### src/rtl/debounced_pio_in.sv
// Debounced KEY/SW input port on Avalon-MM: sync, per-bit debounce, DATA/RAW regs.
// Define PIO_IN_EDGE_IRQ_EN to add edge capture (W1C), IRQ mask and level irq.
module debounced_pio_in #(
    parameter int              WIDTH           = 14,
    parameter int              DEBOUNCE_CYCLES = 500000,
    parameter logic [WIDTH-1:0] INIT_VALUE     = 'h000F,
    parameter logic [WIDTH-1:0] EDGE_RISE      = 'h3FF0
) (
    input  logic             clk,
    input  logic             reset_n,
    input  logic [WIDTH-1:0] pin_in,
    input  logic [1:0]       avs_address,
    input  logic             avs_read,
    input  logic             avs_write,
    input  logic [31:0]      avs_writedata,
    output logic [31:0]      avs_readdata,
    output logic             irq
);

    localparam int CW = (DEBOUNCE_CYCLES > 2) ? $clog2(DEBOUNCE_CYCLES) : 1;
    localparam logic [CW-1:0] LAST = CW'(DEBOUNCE_CYCLES - 1);

    logic [WIDTH-1:0] meta;
    logic [WIDTH-1:0] sync;
    logic [WIDTH-1:0] stable;
    logic [WIDTH-1:0] mask;
    logic [WIDTH-1:0] cap;
    logic [31:0]      rd_mux;

    always_ff @(posedge clk or negedge reset_n) begin
        if (!reset_n) begin
            meta <= INIT_VALUE;
            sync <= INIT_VALUE;
        end else begin
            meta <= pin_in;
            sync <= meta;
        end
    end

    for (genvar i = 0; i < WIDTH; i++) begin : g_bit
        logic [CW-1:0] cnt;
        logic          stab;

        // any cycle of agreement restarts the count, so glitches never land
        always_ff @(posedge clk or negedge reset_n) begin
            if (!reset_n) begin
                cnt  <= '0;
                stab <= INIT_VALUE[i];
            end else if (sync[i] == stab) begin
                cnt <= '0;
            end else if (cnt == LAST) begin
                cnt  <= '0;
                stab <= sync[i];
            end else begin
                cnt <= cnt + 1'b1;
            end
        end

        assign stable[i] = stab;
    end

`ifdef PIO_IN_EDGE_IRQ_EN
    logic [WIDTH-1:0] stable_d;
    logic [WIDTH-1:0] mask_q;
    logic [WIDTH-1:0] cap_q;
    logic [WIDTH-1:0] event_bits;
    logic [WIDTH-1:0] clr_bits;
    logic             irq_q;
    logic             unused_wd;

    assign event_bits = (stable & ~stable_d & EDGE_RISE)
                      | (~stable & stable_d & ~EDGE_RISE);
    assign clr_bits   = (avs_write && avs_address == 2'd2)
                      ? avs_writedata[WIDTH-1:0] : '0;

    // set is OR-ed after the clear so a same-cycle event survives
    always_ff @(posedge clk or negedge reset_n) begin
        if (!reset_n) begin
            stable_d <= INIT_VALUE;
            mask_q   <= '0;
            cap_q    <= '0;
            irq_q    <= 1'b0;
        end else begin
            stable_d <= stable;
            cap_q    <= (cap_q & ~clr_bits) | event_bits;
            irq_q    <= |(cap_q & mask_q);
            if (avs_write && avs_address == 2'd1)
                mask_q <= avs_writedata[WIDTH-1:0];
        end
    end

    assign mask      = mask_q;
    assign cap       = cap_q;
    assign irq       = irq_q;
    assign unused_wd = ^avs_writedata[31:WIDTH];
`else
    logic unused_wd;

    assign mask      = '0;
    assign cap       = '0;
    assign irq       = 1'b0;
    assign unused_wd = ^{avs_writedata, avs_write};
`endif

    always_comb begin
        rd_mux = '0;
        unique case (avs_address)
            2'd0:    rd_mux[WIDTH-1:0] = stable;
            2'd1:    rd_mux[WIDTH-1:0] = mask;
            2'd2:    rd_mux[WIDTH-1:0] = cap;
            default: rd_mux[WIDTH-1:0] = sync;
        endcase
    end

    // registers sampled before any same-edge write, so reads see old value
    always_ff @(posedge clk or negedge reset_n) begin
        if (!reset_n)
            avs_readdata <= '0;
        else if (avs_read)
            avs_readdata <= rd_mux;
    end

endmodule

### config.mk
export PLATFORM = sky130hd
export DESIGN_NAME = debounced_pio_in
export DESIGN_NICKNAME = d
export VERILOG_FILES = /design/src/rtl/debounced_pio_in.sv
export SDC_FILE = /design/constraint.sdc
export NUM_CORES = 1
export LEC_CHECK = 0
export CAP_MARGIN = 15
export CORE_UTILIZATION = 47
export CTS_CLUSTER_DIAMETER = 50
export DETAILED_ROUTE_END_ITERATION = 6
export MAX_ROUTING_LAYER = met4
export PLACE_DENSITY = 0.64
export SYNTH_ARGS = -nofsm -noshare
export SYNTH_HDL_FRONTEND = slang
export SYNTH_SLANG_ARGS = --single-unit
### constraint.sdc
create_clock -name clk -period 3.67 [get_ports clk]
set_input_delay 0.734 -clock clk [delete_from_list [all_inputs] [get_ports clk]]
set_output_delay 0.734 -clock clk [all_outputs]
set_load 0.02 [all_outputs]
==> impl_metrics.env, run 1 <==
export IMPL_outcome="finished, violations left"
export IMPL_violations="DRC"
export IMPL_dpl_hpwl_um=18020
export IMPL_post_route_cells_drive_above_1_share_pct=7.977
export IMPL_crit_reg2reg_capture="g_bit[7].cnt[7]"
export IMPL_cp_arrival_ns=2.67
export IMPL_postSynth_asyncResetShare_pct=100.0
export IMPL_global_route_usage_total_pct=18.19
export IMPL_power_static_leakage_nw=6.912
export IMPL_largest_net_degree_at_the_start_of_global_routing=96
export IMPL_syn2layout_area_growth_pct=13.22
export IMPL_max_vdd_ir_drop_v=0.0003211
export IMPL_antenna_violations_before_repair=0
export IMPL_post_synth_instance_area_um2=15310
export IMPL_port_buffers=32
export IMPL_max_clock_path_buffers=3
export IMPL_critical_path_startpoint_type="flop"
export IMPL_critPathMaxFanout=18
export IMPL_finClkSkew_ns=0.01655
export IMPL_synth_edf_count=0
export IMPL_clock_root_buffer="sky130_fd_sc_hd__clkbuf_16"
export IMPL_final_min_period_over_clock_period_pct=62.36
export IMPL_vias_in_the_first_global_route=10720
export IMPL_power_per_cell_area_nw_per_um2=449.4
export IMPL_first_pass_grt_wire_length_um=49710
export IMPL_place_gp_congestion=0.7925
export IMPL_pin_count=85
export IMPL_detailroute_via_count=11010
export IMPL_die_h_um=182.5
export IMPL_final_number_of_setup_violating_endpoints=0
export IMPL_synth_cells=1518
export IMPL_post_synth_main_area_contributors="sky130_fd_sc_hd__dfrtp_1, sky130_fd_sc_hd__xnor2_1, sky130_fd_sc_hd__nor2_1"
export IMPL_max_cap_violations=0
export IMPL_timing_critical_path_slowest_stage_cell="sky130_fd_sc_hd__or4_1"
export IMPL_cts_sinks=322
export IMPL_dpl_cell_area_um2=16050
export IMPL_totalWireLength_um=28040
export IMPL_synth_area_per_cell_um2=10.09
export IMPL_ys_warnings_count=0
export IMPL_clock_fmax_mhz=436.9
export IMPL_worst_path_buf_inv=0
export IMPL_report_final_hold_viol_count=0
export IMPL_initial_utilization_pct=48.14
export IMPL_rrSetupSlack_ns=1.38
export IMPL_grt_remaining_overflow=0
export IMPL_drc_errors=2
export IMPL_netlist_area_leader_share_pct=50.67
export IMPL_critical_path_top_delay_family="simple AND/OR/NAND/NOR gates"
export IMPL_antenna_cells=0
export IMPL_postCtsResizedCells=0
export IMPL_layout_filler_cells=2791
export IMPL_detailedRoute_firstIterationViolations=730
export IMPL_post_cts_repair_setup_buffers=0
export IMPL_tritoncts="done"
export IMPL_r2r_start="g_bit[7].cnt[12]"
export IMPL_placement_rows=65
export IMPL_reg2reg_depth=4
export IMPL_clock_latency_ns=0.52
export IMPL_dp_slack_ns=1.380
export IMPL_width_of_the_die_um=182.5
export IMPL_drtPass1Iterations=7
export IMPL_critical_path_cell_chain="or4b_1 > or4_1 > o21ai_4 > nor2_1"
export IMPL_routed_wire_length_per_instance_um=13.83
export IMPL_post_drt_via_cell_ratio=5.429
export IMPL_synth_area_leader="sky130_fd_sc_hd__dfrtp_1"
export IMPL_totalNegativeSetupSlack_ns=0
export IMPL_min_path_type="input pin to async pin"
export IMPL_max_slew_violations=0
export IMPL_max_slew_worst_pin_slew_ns=0.9722
export IMPL_synth_seq_area_share_pct=52.73
export IMPL_worstPathRequired_ns=4.05
export IMPL_place_inst=1957
export IMPL_fin_nets=1628
export IMPL_postLayoutSetupSlackWorst_ns=1.381
export IMPL_cts_htree_levels=2
export IMPL_path_class="flop to flop"
export IMPL_cts_hold_buffers=0
export IMPL_final_antenna_net_count=0
export IMPL_end_kind="flop"
export IMPL_die_area_um2=33300
export IMPL_numCtsBuffers=38
export IMPL_ys_types=46
export IMPL_finalInstanceArea_um2=17330
export IMPL_number_of_synthesized_register_bits=322
export IMPL_timing_max_slew_rel_slack_pct=34.48
export IMPL_post_route_non_filler_standard_cell_count=2027
export IMPL_worst_path_largest_cell_delay_ns=0.63
export IMPL_grt_setup_unrepaired="no"
export IMPL_synth_flop_cell="sky130_fd_sc_hd__dfrtp_1"
export IMPL_core_box_area_um2=31800
export IMPL_clk_transition_reported_paths_ns=0.05
export IMPL_final_min_clock_period_ns=2.289
## layout make-up
cell class	instances	area, um^2	area share [%]
Clock buffer	60	1177	6.792
Clock inverter	10	108.9	0.6280
Inverter	45	168.9	0.9744
Multi-Input combinational cell	1113	6824	39.37
Sequential cell	322	8073	46.57
Tap cell	435	544.3	3.140
Timing Repair Buffer	42	437.9	2.526
## placed cells by master, fill, tap and decap left out, types with 12 or more instances in the layout
cell type                         netlist  final
sky130_fd_sc_hd__a21oi_1               83     83
sky130_fd_sc_hd__a22oi_1               14     14
sky130_fd_sc_hd__and2_1                17     17
sky130_fd_sc_hd__and4_1                22     22
sky130_fd_sc_hd__clkbuf_16              0     41
sky130_fd_sc_hd__clkdlybuf4s50_1        0     31
sky130_fd_sc_hd__conb_1                 1     19
sky130_fd_sc_hd__dfrtp_1              310    310
sky130_fd_sc_hd__dfstp_2               12     12
sky130_fd_sc_hd__ha_1                  14     14
sky130_fd_sc_hd__inv_1                 45     45
sky130_fd_sc_hd__mux2_2                14     14
sky130_fd_sc_hd__nand2_1               86     86
sky130_fd_sc_hd__nand3_1               86     86
sky130_fd_sc_hd__nand4_1               58     58
sky130_fd_sc_hd__nor2_1               228    227
sky130_fd_sc_hd__nor3_1                28     28
sky130_fd_sc_hd__nor4_1                33     33
sky130_fd_sc_hd__o21ai_0               40     40
sky130_fd_sc_hd__o31ai_1               27     27
sky130_fd_sc_hd__or3_1                 54     54
sky130_fd_sc_hd__or4_1                 44     44
sky130_fd_sc_hd__xnor2_1              104    104
sky130_fd_sc_hd__xor2_1                79     79
## metrics by stage
step                hold WS (ns)  power, mW  utilization, %
floorplan                 0.3312      3.917               -
global placement          0.3329      4.075           50.47
detailed placement        0.3347      4.081           50.47
CTS                       0.2633      7.910           54.51
global route              0.2978      8.096           54.51
finish                    0.2224      7.790           54.51
## cells in the mapped netlist (5+ instances only)
master / instances
sky130_fd_sc_hd__a21oi_1: 83
sky130_fd_sc_hd__a22oi_1: 14
sky130_fd_sc_hd__and2_1: 17
sky130_fd_sc_hd__and3_1: 7
sky130_fd_sc_hd__and4_1: 22
sky130_fd_sc_hd__buf_2: 10
sky130_fd_sc_hd__buf_4: 22
sky130_fd_sc_hd__clkbuf_1: 22
sky130_fd_sc_hd__dfrtp_1: 310
sky130_fd_sc_hd__dfstp_2: 12
sky130_fd_sc_hd__ha_1: 14
sky130_fd_sc_hd__inv_1: 45
sky130_fd_sc_hd__mux2_2: 14
sky130_fd_sc_hd__nand2_1: 86
sky130_fd_sc_hd__nand3_1: 86
sky130_fd_sc_hd__nand4_1: 58
sky130_fd_sc_hd__nor2_1: 228
sky130_fd_sc_hd__nor3_1: 28
sky130_fd_sc_hd__nor4_1: 33
sky130_fd_sc_hd__nor4b_1: 9
sky130_fd_sc_hd__o21ai_0: 40
sky130_fd_sc_hd__o31ai_1: 27
sky130_fd_sc_hd__or2_2: 6
sky130_fd_sc_hd__or3_1: 54
sky130_fd_sc_hd__or4_1: 44
sky130_fd_sc_hd__or4b_1: 5
sky130_fd_sc_hd__or4b_2: 7
sky130_fd_sc_hd__xnor2_1: 104
sky130_fd_sc_hd__xor2_1: 79
## where the power goes
part | total [mW] | internal, mW | leakage [nW] | switching (mW)
clock | 3.78 | 2.35 | 0.628 | 1.44
sequential | 3.68 | 3.62 | 4.35 | 0.0597
combinational | 0.327 | 0.106 | 1.93 | 0.221
## sequential cells by signal, summed over array words and instances (netlist names)
register / cells
g_bit.cnt: 266
sync: 14
g_bit.stab: 14
meta: 14
avs_readdata: 14
## layer usage
| layer | track usage (%) | up-vias | share of wire, % | wire [um] |
|---|---|---|---|---|
| li1 | - | 5435 | - | - |
| met4 | 5.311 | 0 | 2.2 | 611 |
| met1 | 24.51 | 5360 | 49 | 13710 |
| met3 | 2.674 | 45 | 3.6 | 1022 |
| met5 | - | - | 0 | 0 |
| met2 | 28.56 | 165 | 45 | 12700 |
## worst max path at each step
stage | startpoint | end | cells after the start
2_1_floorplan | g_bit[5].cnt[11] | g_bit[5].cnt[10] | 5
3_3_place_gp | g_bit[6].cnt[12] | g_bit[6].cnt[18] | 5
3_5_place_dp | g_bit[6].cnt[0] | g_bit[6].cnt[18] | 5
4_1_cts | avs_readdata[5] | avs_readdata[5] | 1
5_1_grt | g_bit[10].cnt[12] | g_bit[10].cnt[7] | 4
6_report | g_bit[7].cnt[12] | g_bit[7].cnt[7] | 4
## kinds of logic (layout without fill, tap and decap cells)
family	after synthesis	in the layout	share of synthesized area [%]
AOI/OAI and AO/OA	180	180	7.290
xor gates and xnor gates	183	183	10.47
adders and majority gates	14	14	1.144
buffers and inverters	101	157	3.155
DFF	322	322	52.73
muxes	14	14	1.030
other	1	19	0.02449
and+or+nand+nor	703	703	24.16
Note: power is estimated with default switching activity, not from simulation.
==> run 2, diff against run 1 <==
PLACE_DENSITY = 0.67   (was 0.64)
clock period = 2.1 ns   (was 3.67 ns; I/O delays follow)
==> run 2 against run 1 <==
  * The flow now finishes without violations
  * Global-route usage up 0.94 points
  * Wire length rose by 6.1%
  * Die area is the same
  * Register-to-register slack worse by 1.3 ns
  * Worst hold slack improved by 0.079 ns
  * Power increased by 82%
  * Worst setup slack worse by 1.3 ns
  * Non-clock buffer count grew 82
  * Sequential cell count stayed put
  * Critical path type unchanged
==> impl_metrics.env, run 2 (synthesis results as in run 1) <==
export IMPL_outcome="completed"
export IMPL_first_pass_grt_wire_length_um=52040
export IMPL_regArea_um2=8073
export IMPL_core_box_area_um2=31800
export IMPL_largest_register="g_bit.cnt"
export IMPL_number_of_flip_flops_in_the_largest_register=266
export IMPL_routed_wire_length_per_instance_um=14.09
export IMPL_post_cts_repair_setup_buffers=0
export IMPL_max_vdd_ir_drop_v=0.0006685
export IMPL_utilization_pct=57.14
export IMPL_die_area_um2=33300
export IMPL_critical_path_startpoint_type="flop"
export IMPL_mostFrequentLayoutCells="sky130_fd_sc_hd__dfrtp_1, sky130_fd_sc_hd__nor2_1, sky130_fd_sc_hd__xnor2_1"
export IMPL_global_route_usage_total_pct=19.13
export IMPL_clock_root_buffer="sky130_fd_sc_hd__clkbuf_16"
export IMPL_syn2layout_area_growth_pct=18.69
export IMPL_placement_rows=65
export IMPL_width_of_the_die_um=182.5
export IMPL_post_drt_via_cell_ratio=5.362
export IMPL_pin_count=85
export IMPL_critPathMaxFanout=2
export IMPL_tritoncts="done"
export IMPL_place_gp_congestion=0.8465
export IMPL_clock_fmax_mhz=489.5
export IMPL_multi_input_area_um2=6848
export IMPL_totalNegativeSetupSlack_ns=0
export IMPL_final_antenna_net_count=0
export IMPL_drtPass1Iterations=4
export IMPL_dp_slack_ns=-0.02669
export IMPL_initial_utilization_pct=48.14
export IMPL_layout_filler_cells=2677
export IMPL_post_route_non_filler_standard_cell_count=2110
export IMPL_post_route_cells_drive_above_1_share_pct=13.49
export IMPL_final_number_of_setup_violating_endpoints=0
export IMPL_numCtsBuffers=39
export IMPL_min_path_type="input pin to flop"
export IMPL_final_min_period_over_clock_period_pct=97.27
export IMPL_path_class="flop to flop"
export IMPL_grt_remaining_overflow=0
export IMPL_drc_errors=0
export IMPL_finClkSkew_ns=0.01144
export IMPL_max_cap_violations=0
export IMPL_die_h_um=182.5
export IMPL_cp_arrival_ns=2.45
export IMPL_worstPathRequired_ns=2.51
export IMPL_power_per_cell_area_nw_per_um2=779.5
export IMPL_power_static_leakage_nw=7.392
export IMPL_largest_net_degree_at_the_start_of_global_routing=61
export IMPL_totalWireLength_um=29740
export IMPL_layout_cells_most_common="sky130_fd_sc_hd__dfrtp_1"
export IMPL_final_min_clock_period_ns=2.043
export IMPL_fin_nets=1711
export IMPL_p_total_mw=14.17
export IMPL_antenna_violations_before_repair=0
export IMPL_postLayoutSetupSlackWorst_ns=0.05728
export IMPL_place_inst=2038
export IMPL_max_slew_violations=0
export IMPL_cts_sinks=322
export IMPL_clock_latency_ns=0.52
export IMPL_cts_htree_levels=2
export IMPL_dpl_hpwl_um=19900
export IMPL_vias_in_the_first_global_route=11170
export IMPL_detailroute_via_count=11310
export IMPL_antenna_cells=0
export IMPL_clk_transition_reported_paths_ns=0.06
export IMPL_port_buffers=32
export IMPL_report_final_hold_viol_count=0
export IMPL_grt_setup_unrepaired="no"
export IMPL_detailedRoute_firstIterationViolations=538
export IMPL_end_kind="flop"
export IMPL_max_clock_path_buffers=3
-- run 2: per-layer routing --
layer	GRT usage, %	part of all wire [%]	up-vias
met2	30.75	47	148
met1	25.18	47	5500
met4	5.647	2.3	0
met3	2.754	3.1	59
met5	-	0	-
li1	-	-	5606
-- run 2: per-stage QoR --
step           hold slack (ns)  instance area (um^2)
2_1_floorplan           0.1244                 15380
3_3_place_gp            0.3327                 16740
3_5_place_dp            0.3371                 16740
4_1_cts                 0.2813                 18150
5_1_grt                 0.2908                 18170
6_report                0.3010                 18170
-- run 2: path summary, 6_finish.rpt --
path	from	endpoint	slack [ns]	cells past startpoint
hold reg to reg	meta[5]	sync[5]	0.35	0
min in group asynchronous	reset_n	g_bit[10].cnt[12]	0.38	2
setup reg to reg	g_bit[5].cnt[11]	g_bit[5].stab	0.06	4
hold / removal	pin_in[2]	meta[2]	0.30	1
setup / recovery	g_bit[5].cnt[11]	g_bit[5].stab	0.06	4
max in group asynchronous	reset_n	g_bit[0].stab	1.03	3
-- run 2: cell type report --
type                    count  share of cell area, %
repair buffers            124                  6.293
inverters                  45                 0.9296
clock buffers              48                  6.121
multi-input cells        1113                  37.69
well taps                 435                  2.995
clock inverters            23                  1.549
flip-flops and latches    322                  44.43
-- run 2: critical path, stage by stage, from the launching register on --
cell and delay, ns:
sky130_fd_sc_hd__dfrtp_1 0.38, sky130_fd_sc_hd__or4_1 0.54, sky130_fd_sc_hd__or4_4 0.55, sky130_fd_sc_hd__nor2_1 0.12, sky130_fd_sc_hd__mux2_2 0.34
-- run 2: timing repair --
action,CTS,global route
pin swaps,0,1
gates resized for setup,1,6
hold buffers,1,0
endpoints found under the setup margin,1,6
hold endpoints to repair,31,0
-- run 2: report_power, final --
part	switching, mW	internal [mW]
Clock	2.67	4.42
Sequential	0.105	6.33
Combinational	0.405	0.234
Total	3.18	11.0
==> run 3, diff against run 2 <==
TNS_END_PERCENT = 100   (was default)
==> results of run 3 <==
The final DEF is identical to that of run 2; final timing and power are the same.
